[src/rtl/palette_ram_fader_if.sv]
// Pixel, palette-write and fade control bundle for palette_ram_fader.
// The design side uses the slave modport; the driving side uses master.
interface palette_ram_fader_if #(
    parameter int unsigned INDEX_W   = 4,
    parameter int unsigned COLOR_W   = 4,
    parameter int unsigned NUM_BANKS = 2
);
    localparam int unsigned BANK_W = (NUM_BANKS > 1) ? $clog2(NUM_BANKS) : 1;

    logic                   frame_start;
    logic                   pix_valid;
    logic [INDEX_W-1:0]     pix_index;
    logic [BANK_W-1:0]      bank_sel;
    logic                   wr_en;
    logic [BANK_W-1:0]      wr_bank;
    logic [INDEX_W-1:0]     wr_addr;
    logic [3*COLOR_W-1:0]   wr_data;
    logic                   wr_ready;
    logic                   fade_start;
    logic                   fade_dir;
    logic                   fade_busy;
    logic                   fade_done;
    logic                   out_valid;
    logic [COLOR_W-1:0]     red;
    logic [COLOR_W-1:0]     green;
    logic [COLOR_W-1:0]     blue;

    modport slave (
        input  frame_start, pix_valid, pix_index, bank_sel,
        input  wr_en, wr_bank, wr_addr, wr_data,
        input  fade_start, fade_dir,
        output wr_ready, fade_busy, fade_done, out_valid, red, green, blue
    );

    modport master (
        output frame_start, pix_valid, pix_index, bank_sel,
        output wr_en, wr_bank, wr_addr, wr_data,
        output fade_start, fade_dir,
        input  wr_ready, fade_busy, fade_done, out_valid, red, green, blue
    );
endinterface

[src/rtl/palette_ram_fader.sv]
// Multi-bank writable colour palette with frame-synchronous bank switching
// and a per-frame brightness fader; two-cycle pixel latency.
module palette_ram_fader #(
    parameter int unsigned INDEX_W   = 4,
    parameter int unsigned COLOR_W   = 4,
    parameter int unsigned NUM_BANKS = 2,
    parameter int unsigned FADE_DIV  = 2
) (
    input  logic               clk,
    input  logic               rst,
    palette_ram_fader_if.slave bus
);
    localparam int unsigned DEPTH  = 2**INDEX_W;
    localparam int unsigned TOTAL  = NUM_BANKS * DEPTH;
    localparam int unsigned ADDR_W = $clog2(TOTAL);
    localparam int unsigned BANK_W = (NUM_BANKS > 1) ? $clog2(NUM_BANKS) : 1;
    localparam int unsigned CNT_W  = (FADE_DIV > 1) ? $clog2(FADE_DIV) : 1;
    localparam int unsigned PIX_W  = 3 * COLOR_W;
    localparam int unsigned PW     = COLOR_W + 5;

    typedef enum logic {CLEAR, IDLE} ctl_t;
    typedef enum logic {F_IDLE, F_RUN} fade_t;

    logic [PIX_W-1:0]   mem [TOTAL];

    ctl_t               ctl, ctl_n;
    logic [ADDR_W-1:0]  clr_idx, clr_idx_n;
    logic               mem_we;
    logic [ADDR_W-1:0]  mem_wa;
    logic [PIX_W-1:0]   mem_wd;
    logic               wr_ready;

    logic [BANK_W-1:0]  active_bank;
    logic [ADDR_W-1:0]  rd_addr;
    logic [PIX_W-1:0]   s1_col;
    logic               s1_valid;
    logic               out_valid;
    logic [COLOR_W-1:0] red, green, blue;

    fade_t              fstate, fstate_n;
    logic [CNT_W-1:0]   fcnt, fcnt_n;
    logic               dir, dir_n;
    logic [4:0]         level, level_n;
    logic               done, done_n;
    logic [4:0]         target;

    function automatic logic [COLOR_W-1:0] scale(input logic [COLOR_W-1:0] c,
                                                 input logic [4:0] lvl);
        logic [PW-1:0] p;
        p = PW'(c) * PW'(lvl);
        return p[COLOR_W+3:4];
    endfunction

    // Palette controller: the single RAM write port is owned by CLEAR until it finishes.
    always_ff @(posedge clk or posedge rst) begin
        if (rst) begin
            ctl     <= CLEAR;
            clr_idx <= '0;
        end else begin
            ctl     <= ctl_n;
            clr_idx <= clr_idx_n;
        end
    end

    always_comb begin
        ctl_n     = ctl;
        clr_idx_n = clr_idx;
        mem_we    = 1'b0;
        mem_wa    = ADDR_W'({bus.wr_bank, bus.wr_addr});
        mem_wd    = bus.wr_data;
        wr_ready  = 1'b0;
        case (ctl)
            CLEAR: begin
                mem_we    = 1'b1;
                mem_wa    = clr_idx;
                mem_wd    = '0;
                clr_idx_n = clr_idx + 1'b1;
                if (clr_idx == ADDR_W'(TOTAL - 1))
                    ctl_n = IDLE;
            end
            IDLE: begin
                wr_ready = 1'b1;
                mem_we   = bus.wr_en;
            end
            default: ctl_n = CLEAR;
        endcase
    end

    always_ff @(posedge clk) begin
        if (mem_we)
            mem[mem_wa] <= mem_wd;
    end

    assign rd_addr = ADDR_W'({active_bank, bus.pix_index});

    // Pixel path; the RAM read sees the pre-write contents on a same-entry collision.
    always_ff @(posedge clk or posedge rst) begin
        if (rst) begin
            active_bank <= '0;
            s1_col      <= '0;
            s1_valid    <= 1'b0;
            out_valid   <= 1'b0;
            red         <= '0;
            green       <= '0;
            blue        <= '0;
        end else begin
            if (bus.frame_start)
                active_bank <= bus.bank_sel;
            s1_col    <= mem[rd_addr];
            s1_valid  <= bus.pix_valid;
            out_valid <= s1_valid;
            red       <= s1_valid ? scale(s1_col[3*COLOR_W-1 -: COLOR_W], level) : '0;
            green     <= s1_valid ? scale(s1_col[2*COLOR_W-1 -: COLOR_W], level) : '0;
            blue      <= s1_valid ? scale(s1_col[COLOR_W-1:0], level) : '0;
        end
    end

    // Fader: a fresh start always wins over a coincident frame_start.
    always_ff @(posedge clk or posedge rst) begin
        if (rst) begin
            fstate <= F_IDLE;
            fcnt   <= '0;
            dir    <= 1'b0;
            level  <= 5'd16;
            done   <= 1'b0;
        end else begin
            fstate <= fstate_n;
            fcnt   <= fcnt_n;
            dir    <= dir_n;
            level  <= level_n;
            done   <= done_n;
        end
    end

    assign target = dir ? 5'd16 : 5'd0;

    always_comb begin
        fstate_n = fstate;
        fcnt_n   = fcnt;
        dir_n    = dir;
        level_n  = level;
        done_n   = 1'b0;
        if (bus.fade_start) begin
            dir_n    = bus.fade_dir;
            fcnt_n   = '0;
            fstate_n = F_RUN;
        end else if (fstate == F_RUN) begin
            if (level == target) begin
                done_n   = 1'b1;
                fstate_n = F_IDLE;
            end else if (bus.frame_start) begin
                if (fcnt == CNT_W'(FADE_DIV - 1)) begin
                    fcnt_n  = '0;
                    level_n = dir ? level + 5'd1 : level - 5'd1;
                end else begin
                    fcnt_n = fcnt + 1'b1;
                end
            end
        end
    end

    assign bus.wr_ready  = wr_ready;
    assign bus.fade_busy = (fstate == F_RUN);
    assign bus.fade_done = done;
    assign bus.out_valid = out_valid;
    assign bus.red       = red;
    assign bus.green     = green;
    assign bus.blue      = blue;
endmodule

[src/flat_wrapper.sv]
// flat-port wrapper written by rule: the top's interface ports become plain ports
module palette_ram_fader_flat 
#(
    parameter int unsigned INDEX_W   = 4,
    parameter int unsigned COLOR_W   = 4,
    parameter int unsigned NUM_BANKS = 2,
    parameter int unsigned FADE_DIV  = 2
)
  (clk, rst, bus_frame_start, bus_pix_valid, bus_pix_index, bus_bank_sel, bus_wr_en, bus_wr_bank, bus_wr_addr, bus_wr_data, bus_fade_start, bus_fade_dir, bus_wr_ready, bus_fade_busy, bus_fade_done, bus_out_valid, bus_red, bus_green, bus_blue);
  palette_ram_fader_if #(.INDEX_W(INDEX_W), .COLOR_W(COLOR_W), .NUM_BANKS(NUM_BANKS)) bus_i ();
  input  logic clk;
  input  logic rst;
  input wire logic [$bits(bus_i.frame_start)-1:0] bus_frame_start;
  input wire logic [$bits(bus_i.pix_valid)-1:0] bus_pix_valid;
  input wire logic [$bits(bus_i.pix_index)-1:0] bus_pix_index;
  input wire logic [$bits(bus_i.bank_sel)-1:0] bus_bank_sel;
  input wire logic [$bits(bus_i.wr_en)-1:0] bus_wr_en;
  input wire logic [$bits(bus_i.wr_bank)-1:0] bus_wr_bank;
  input wire logic [$bits(bus_i.wr_addr)-1:0] bus_wr_addr;
  input wire logic [$bits(bus_i.wr_data)-1:0] bus_wr_data;
  input wire logic [$bits(bus_i.fade_start)-1:0] bus_fade_start;
  input wire logic [$bits(bus_i.fade_dir)-1:0] bus_fade_dir;
  output wire logic [$bits(bus_i.wr_ready)-1:0] bus_wr_ready;
  output wire logic [$bits(bus_i.fade_busy)-1:0] bus_fade_busy;
  output wire logic [$bits(bus_i.fade_done)-1:0] bus_fade_done;
  output wire logic [$bits(bus_i.out_valid)-1:0] bus_out_valid;
  output wire logic [$bits(bus_i.red)-1:0] bus_red;
  output wire logic [$bits(bus_i.green)-1:0] bus_green;
  output wire logic [$bits(bus_i.blue)-1:0] bus_blue;
  assign bus_i.frame_start = bus_frame_start;
  assign bus_i.pix_valid = bus_pix_valid;
  assign bus_i.pix_index = bus_pix_index;
  assign bus_i.bank_sel = bus_bank_sel;
  assign bus_i.wr_en = bus_wr_en;
  assign bus_i.wr_bank = bus_wr_bank;
  assign bus_i.wr_addr = bus_wr_addr;
  assign bus_i.wr_data = bus_wr_data;
  assign bus_i.fade_start = bus_fade_start;
  assign bus_i.fade_dir = bus_fade_dir;
  assign bus_wr_ready = bus_i.wr_ready;
  assign bus_fade_busy = bus_i.fade_busy;
  assign bus_fade_done = bus_i.fade_done;
  assign bus_out_valid = bus_i.out_valid;
  assign bus_red = bus_i.red;
  assign bus_green = bus_i.green;
  assign bus_blue = bus_i.blue;
  palette_ram_fader #(.INDEX_W(INDEX_W), .COLOR_W(COLOR_W), .NUM_BANKS(NUM_BANKS), .FADE_DIV(FADE_DIV)) u_core (.clk(clk), .rst(rst), .bus(bus_i));
endmodule
[config.mk]
export PLATFORM = sky130hd
export DESIGN_NAME = palette_ram_fader_flat
export DESIGN_NICKNAME = d
export VERILOG_FILES = /design/src/rtl/palette_ram_fader_if.sv /design/src/rtl/palette_ram_fader.sv /design/src/flat_wrapper.sv
export SDC_FILE = /design/constraint.sdc
export NUM_CORES = 1
export LEC_CHECK = 0
export ABC_AREA = 1
export CAP_MARGIN = 10
export CORE_UTILIZATION = 50
export CTS_CLUSTER_DIAMETER = 100
export DETAILED_ROUTE_END_ITERATION = 16
export GPL_ROUTABILITY_DRIVEN = 0
export GPL_TIMING_DRIVEN = 0
export PLACE_DENSITY = 0.67
export SLEW_MARGIN = 20
export SYNTH_ARGS = -nofsm -noshare
export SYNTH_HDL_FRONTEND = slang
export SYNTH_SLANG_ARGS = --single-unit
[constraint.sdc]
create_clock -name clk -period 8.48 [get_ports clk]
set_clock_uncertainty 0.1 [all_clocks]
set_input_delay 0.848 -clock clk [delete_from_list [all_inputs] [get_ports clk]]
set_output_delay 0.848 -clock clk [all_outputs]
set_load 0.02 [all_outputs]
==> results by group, run 1 <==
Run status
  – Run status: finished, final reports clean

Clock tree
  – CTS tree: built
  – Clock Sinks: around 430
  – Clock Tree Buf Depth: 3
  – Hold Buf Count CTS: 0
  – CTS resizes: 0
  – Num CTS Buffers: 44
  – Post-CTS Setup Bufs: 0
  – Root buffer cell: clkbuf_16
  – Register clock-pin slew on the reported worst setup and hold paths: 60 ps
  – H-tree depth: 2
  – Clock network latency to the later pin of the worst-skew pair: 550 ps

Placement
  – Post-DP Area: 19900 um^2
  – Post-DP HPWL: 32200 um
  – Port buffer count: 42

STA
  – Setup-failing EPs final: 0
  – Rel. slew slack: a little under a quarter
  – Worst Hold Margin: 363 ps
  – RSZ-0062 raised after global routing: false
  – Setup TNS: 0 ps
  – Worst Tran Pin Value: 1150 ps
  – Fin crit period: between 3000 and 4000 ps
  – Final period util: approximately 39%
  – Max Freq: 0.302 GHz
  – Fin. Hold Viols: 0
  – Pins Over Slew Limit: 0

Layout
  – Most common cell after layout, fill and taps aside: nand2_1
  – Filler cells: 3058
  – Sequential cell area: ~13000 um^2
  – Multi-input logic area: 5520 um^2
  – Fraction of layout cells with a size suffix above 1: 9.40%
  – Number of nets in the layout: 1937
  – Layout area overhead: 13.5%
  – Diode count: 0
  – Final Cell Area: 21400 um^2
  – Leading cell types in the layout, fill and taps excluded: nand2_1, edfxtp_1, nand3_1

Power
  – Leak: 8.67 nW
  – Peak supply drop: 0.172 mV
  – Pwr Density: about 240 nW/um^2

Worst setup path
  – Crit-path leading delay family: adder cells
  – Most frequent CP cell: nand2_1
  – Crit-path cells: clkbuf_1 > nand2_1 > fa_1 > fa_1 > inv_1 > ha_1 > inv_1 > o21ai_0 > a21boi_0 > nand2_1 > nand2_1 > nand2_1 > nor2_1
  – R2r setup slk: 5170 ps
  – Worst Path Max Fanout: 10
  – Critical path's slowest cell: fa_1
  – Worst Setup End Kind: flop
  – CP Buf/Inv Count: 3
  – CP Launch Type: flop
  – RR Endpoint: u_core.bus.blue[3]
  – R2r startpoint: u_core.level[2]
  – WP data arrival: 3630 ps
  – Kind of critical path: flop to flop
  – CP peak stage delay: approximately 520 ps
  – Worst r2r path cells: 13
  – Required @ worst endpoint: slightly below 9000 ps

Logic synthesis
  – Post-synth cell types: 31
  – Sequential element share of the synthesized area: between 60% and 70%
  – Mapped Nets: 1848
  – #FFs+latches synth: 426
  – Synth Instances: 1771
  – Yosys warns: 0
  – Synth Cell Area: approximately 19000 um^2
  – Avg Inst Size Synth: 10.6 um^2

Floorplan
  – I/O pin count: 45
  – Die width: 196 um
  – Die Ht: a little under 200 um
  – Placeable Area: between 30000 and 40000 um^2
  – Row count: 70
  – Initial Util: a little over 50%
  – Die ar.: 38500 um^2

Global route
  – Initial antenna violation count: 1
  – First-pass GRT wire length: 73900 um
  – Total GRT Usage: between 20% and 30%
  – Grt ovf: 0
  – Pin count of the biggest net entering global routing: 35
  – Vias in the first global route: between 10000 and 15000

Min path
  – Hold Crit Depth: 0
  – Hold_sp: u_core.s1_valid
  – Worst min-delay path class: flop to flop
  – Worst Hold End: u_core.bus.out_valid

Drt
  – Routed WL per cell: 20.2 um
  – DRT Pass-1 Iters: 6
  – Post-Route WL: between 40000 and 50000 um
  – Via density: 5.47
  – Post-DRT Antenna Nets: 0
  – DRC viols: 0
  – DR vias: between 10000 and 15000
  – DRT iter0 DRCs: ~1300

Run
  – Maxcap violations: 0
[synthesized netlist by cell type, drive strengths merged]
cell | number | area, um^2
o2111ai | 3 | 26.3
edfxtp | 384 | 11500
o21ai | 13 | 76.3
xor2 | 4 | 35.0
nand3 | 306 | 1550
a21oi | 12 | 60.1
ha | 32 | 400
nand2 | 676 | 2540
fa | 16 | 320
xnor2 | 9 | 78.8
dfrtp | 41 | 1030
or2 | 5 | 31.3
clkbuf | 23 | 86.3
nor2 | 64 | 253
a21boi | 3 | 22.5
nor3 | 3 | 15.0
inv | 107 | 402
buf | 65 | 319
nand3b | 3 | 22.5
dfstp | 1 | 26.3
nand4 | 1 | 12.5
[registers in the layout, indices dropped and copies added (netlist names)]
name                  cells
u_core.level              5
u_core.clr_idx            5
u_core.fcnt               1
u_core.mem              384
u_core.dir                1
u_core.ctl                1
u_core.bus.fade_busy      1
u_core.bus.out_valid      1
u_core.s1_valid           1
u_core.active_bank        1
u_core.bus.red            4
u_core.s1_col            12
u_core.bus.fade_done      1
u_core.bus.blue           4
u_core.bus.green          4
[worst reg2reg max path, cell delays in order, from the launching register on]
cell      delay [ps]
dfrtp_1          440
clkbuf_1         450
nand2_1          160
fa_1             470
fa_1             520
inv_1             40
ha_1             300
inv_1             70
o21ai_0          240
a21boi_0         140
nand2_1          100
nand2_1           50
nand2_1           50
nor2_1            50
[per-stage QoR]
stage                     power, mW  std cells  util (%)  worst slack, ps
after global placement         3.17       2317      53.9             4670
after CTS                      5.06       2397      57.9             5140
final                          5.04       2397      58.0             5170
after detailed placement       3.20       2318      54.1             4780
after floorplan                2.94       1771         -             5640
after global routing           5.24       2397      58.0             4890
[cell type report]
type | instances | area share (%)
Sequential cell | 426 | 58.9
Multi-Input combinational cell | 1150 | 25.8
Clock buffer | 50 | 5.26
Tap cell | 504 | 2.95
Timing Repair Buffer | 43 | 2.06
Buffer | 88 | 1.90
Inverter | 107 | 1.88
Clock inverter | 29 | 1.28
[layer usage]
| layer | track usage, % | share of wire (%) | vias up |
|---|---|---|---|
| li1 | - | - | 6126 |
| met1 | 35.9 | 41 | 6274 |
| met2 | 41.7 | 47 | 615 |
| met3 | 4.61 | 9.5 | 98 |
| met4 | 8.19 | 3.1 | 2 |
| met5 | 0 | 0.027 | - |
[worst max path at each step]
stage / startpoint / endpoint / slack [ps] / cells after the start
6_report: u_core.level[2] / u_core.bus.blue[3] / 5170 / 13
5_1_grt: u_core.level[2] / u_core.bus.blue[3] / 4890 / 13
4_1_cts: u_core.level[2] / u_core.bus.green[3] / 5140 / 13
3_5_place_dp: bus_wr_addr[2] / u_core.mem[16][1] / 4780 / 4
3_3_place_gp: bus_wr_addr[2] / u_core.mem[27][3] / 4670 / 4
2_1_floorplan: u_core.level[3] / u_core.bus.green[3] / 5640 / 15
[cell families after synthesis]
logic type | share of synthesized area, %
compound gates | 0.983
xor+xnor | 0.604
fa+ha+maj | 3.83
buf+inv | 4.28
flops | 66.8
simple gates | 23.5
[power by group]
part           internal [mW]  switching [mW]
clock network           1.10           0.780
registers               2.34          0.0388
logic                  0.270           0.512
Note: power is estimated with default switching activity, not from simulation.
==> run 2, diff against run 1 <==
==> constraint.sdc (replaced) <==
create_clock -name clk -period 3.25 [get_ports clk]
set_clock_uncertainty 0.1 [all_clocks]
set_input_delay 0.325 -clock clk [delete_from_list [all_inputs] [get_ports clk]]
set_output_delay 0.325 -clock clk [all_outputs]
set_load 0.02 [all_outputs]
==> results by group, run 2 (synthesis results as in run 1) <==
Layout
  – Largest Register: u_core.mem
  – Layout area overhead: 13.5%
  – Number of nets in the layout: 1936
  – Most common cell after layout, fill and taps aside: nand2_1
  – Diode count: 0
  – Leading cell types in the layout, fill and taps excluded: nand2_1, edfxtp_1, nand3_1
  – Finished Core Util: 58.0%
  – Top flop regs: u_core.mem (384), u_core.s1_col (12)
  – Fraction of layout cells with a size suffix above 1: 9.57%
  – Number of flip-flops in the largest register: 384
  – Filler cells: roughly 3000

Clock tree
  – H-tree depth: 2
  – Clock Tree Buf Depth: 3
  – Clock network latency to the later pin of the worst-skew pair: 550 ps
  – Num CTS Buffers: 44
  – CTS tree: built
  – Root buffer cell: clkbuf_16
  – Clock Sinks: ~430
  – Register clock-pin slew on the reported worst setup and hold paths: 60 ps

Run status
  – Run status: finished, final reports clean

Worst setup path
  – Kind of critical path: flop to flop
  – Worst Setup End Kind: flop
  – R2r setup slk: between 150 and 200 ps
  – WP data arrival: 3160 ps
  – Required @ worst endpoint: 3310 ps
  – CP Launch Type: flop
  – Critical Path End: u_core.mem[24][3]
  – Worst Path Max Fanout: 12
  – CP Launch Point: u_core.ctl
  – R2r startpoint: u_core.ctl
  – Worst r2r path cells: 4
  – RR Endpoint: u_core.mem[24][3]

Drt
  – DRC viols: 0
  – Post-DRT Antenna Nets: 0
  – Via density: approximately 5.5
  – DR vias: 13100
  – Routed WL per cell: 20.2 um
  – DRT iter0 DRCs: 1312
  – DRT Pass-1 Iters: 5
  – Post-Route WL: about 48000 um

Floorplan
  – Row count: 70
  – Initial Util: 51.1%
  – Die ar.: 38500 um^2
  – Placeable Area: 36900 um^2
  – Die width: approximately 200 um
  – I/O pin count: 45
  – Die Ht: a little under 200 um

Placement
  – Post-DP HPWL: 32200 um
  – Pre-CTS setup slack: -54.3 ps
  – Port buffer count: 42

Global route
  – Initial antenna violation count: 1
  – First-pass GRT wire length: 73900 um
  – Vias in the first global route: 12600
  – Total GRT Usage: approximately 26%
  – Pin count of the biggest net entering global routing: 35
  – Grt ovf: 0

STA
  – Setup-failing EPs final: 0
  – Pins Over Slew Limit: 0
  – Rel. slew slack: about a quarter
  – RSZ-0062 raised after global routing: false
  – Slack of the critical path: 150 ps
  – Worst Tran Pin Value: roughly 1100 ps
  – Max Freq: approximately 0.32 GHz
  – Final period util: 95.4%
  – Setup TNS: 0 ps
  – Fin crit period: 3100 ps
  – Fin. Hold Viols: 0

Power
  – Peak supply drop: 0.448 mV
  – Leak: 8.67 nW
  – Pwr Density: between 600 and 700 nW/um^2

Run
  – Maxcap violations: 0

Min path
  – Worst min-delay path class: input pin to flop
run 2: what timing repair did:
action,CTS,global route
setup endpoints to repair,3,9
gates resized for setup,1,7
buffers inserted,0,0
endpoints found under the hold margin,8,0
hold buffers,1,0
run 2: area by class of cell:
type | instances | area, um^2 | share of cell area (%)
Sequential cell | 426 | 12600 | 58.8
Multi-Input combinational cell | 1150 | 5520 | 25.8
Clock buffer | 50 | 1120 | 5.25
Tap cell | 504 | 631 | 2.95
Timing Repair Buffer | 44 | 450 | 2.11
Buffer | 86 | 402 | 1.88
Inverter | 107 | 402 | 1.88
Clock inverter | 29 | 274 | 1.28
run 2: how the worst min path moves through the flow:
stage / startpoint / endpoint / slack [ps] / depth (start not counted)
2_1_floorplan: bus_pix_valid / u_core.s1_valid / 260 / 0
3_3_place_gp: u_core.s1_valid / u_core.bus.out_valid / 350 / 0
3_5_place_dp: u_core.s1_valid / u_core.bus.out_valid / 360 / 0
4_1_cts: bus_pix_valid / u_core.s1_valid / 120 / 1
5_1_grt: bus_pix_valid / u_core.s1_valid / 130 / 1
6_report: bus_pix_valid / u_core.s1_valid / 130 / 1
run 2: critical path: stages, from the launching register on:
cell and delay, ps:
dfrtp_1 470, buf_2 250, a21oi_1 730, nand2_1 270, nor2_1 900
run 2: per-stage QoR:
stage          std cells  hold WS (ps)  power (mW)  instance area [um^2]
2_1_floorplan       1771           256        7.67                 18800
3_3_place_gp        2317           354        8.28                 19900
3_5_place_dp        2318           358        8.35                 19900
4_1_cts             2397           120        13.2                 21300
5_1_grt             2396           131        13.7                 21400
6_report            2396           133        13.2                 21400
run 2: report_power, final:
part           switching, mW  internal (mW)
Clock                   2.03           2.88
Sequential             0.130           6.11
Combinational           1.31          0.706
Total                   3.47           9.69
run 2: per-layer routing:
metal | vias to the layer above | track usage, % | wire length (um)
li1 | 6130 | - | -
met5 | - | 0 | 13
met1 | 6268 | 35.9 | 19700
met2 | 585 | 41.7 | 22600
met3 | 100 | 4.61 | 4550
met4 | 2 | 8.19 | 1510
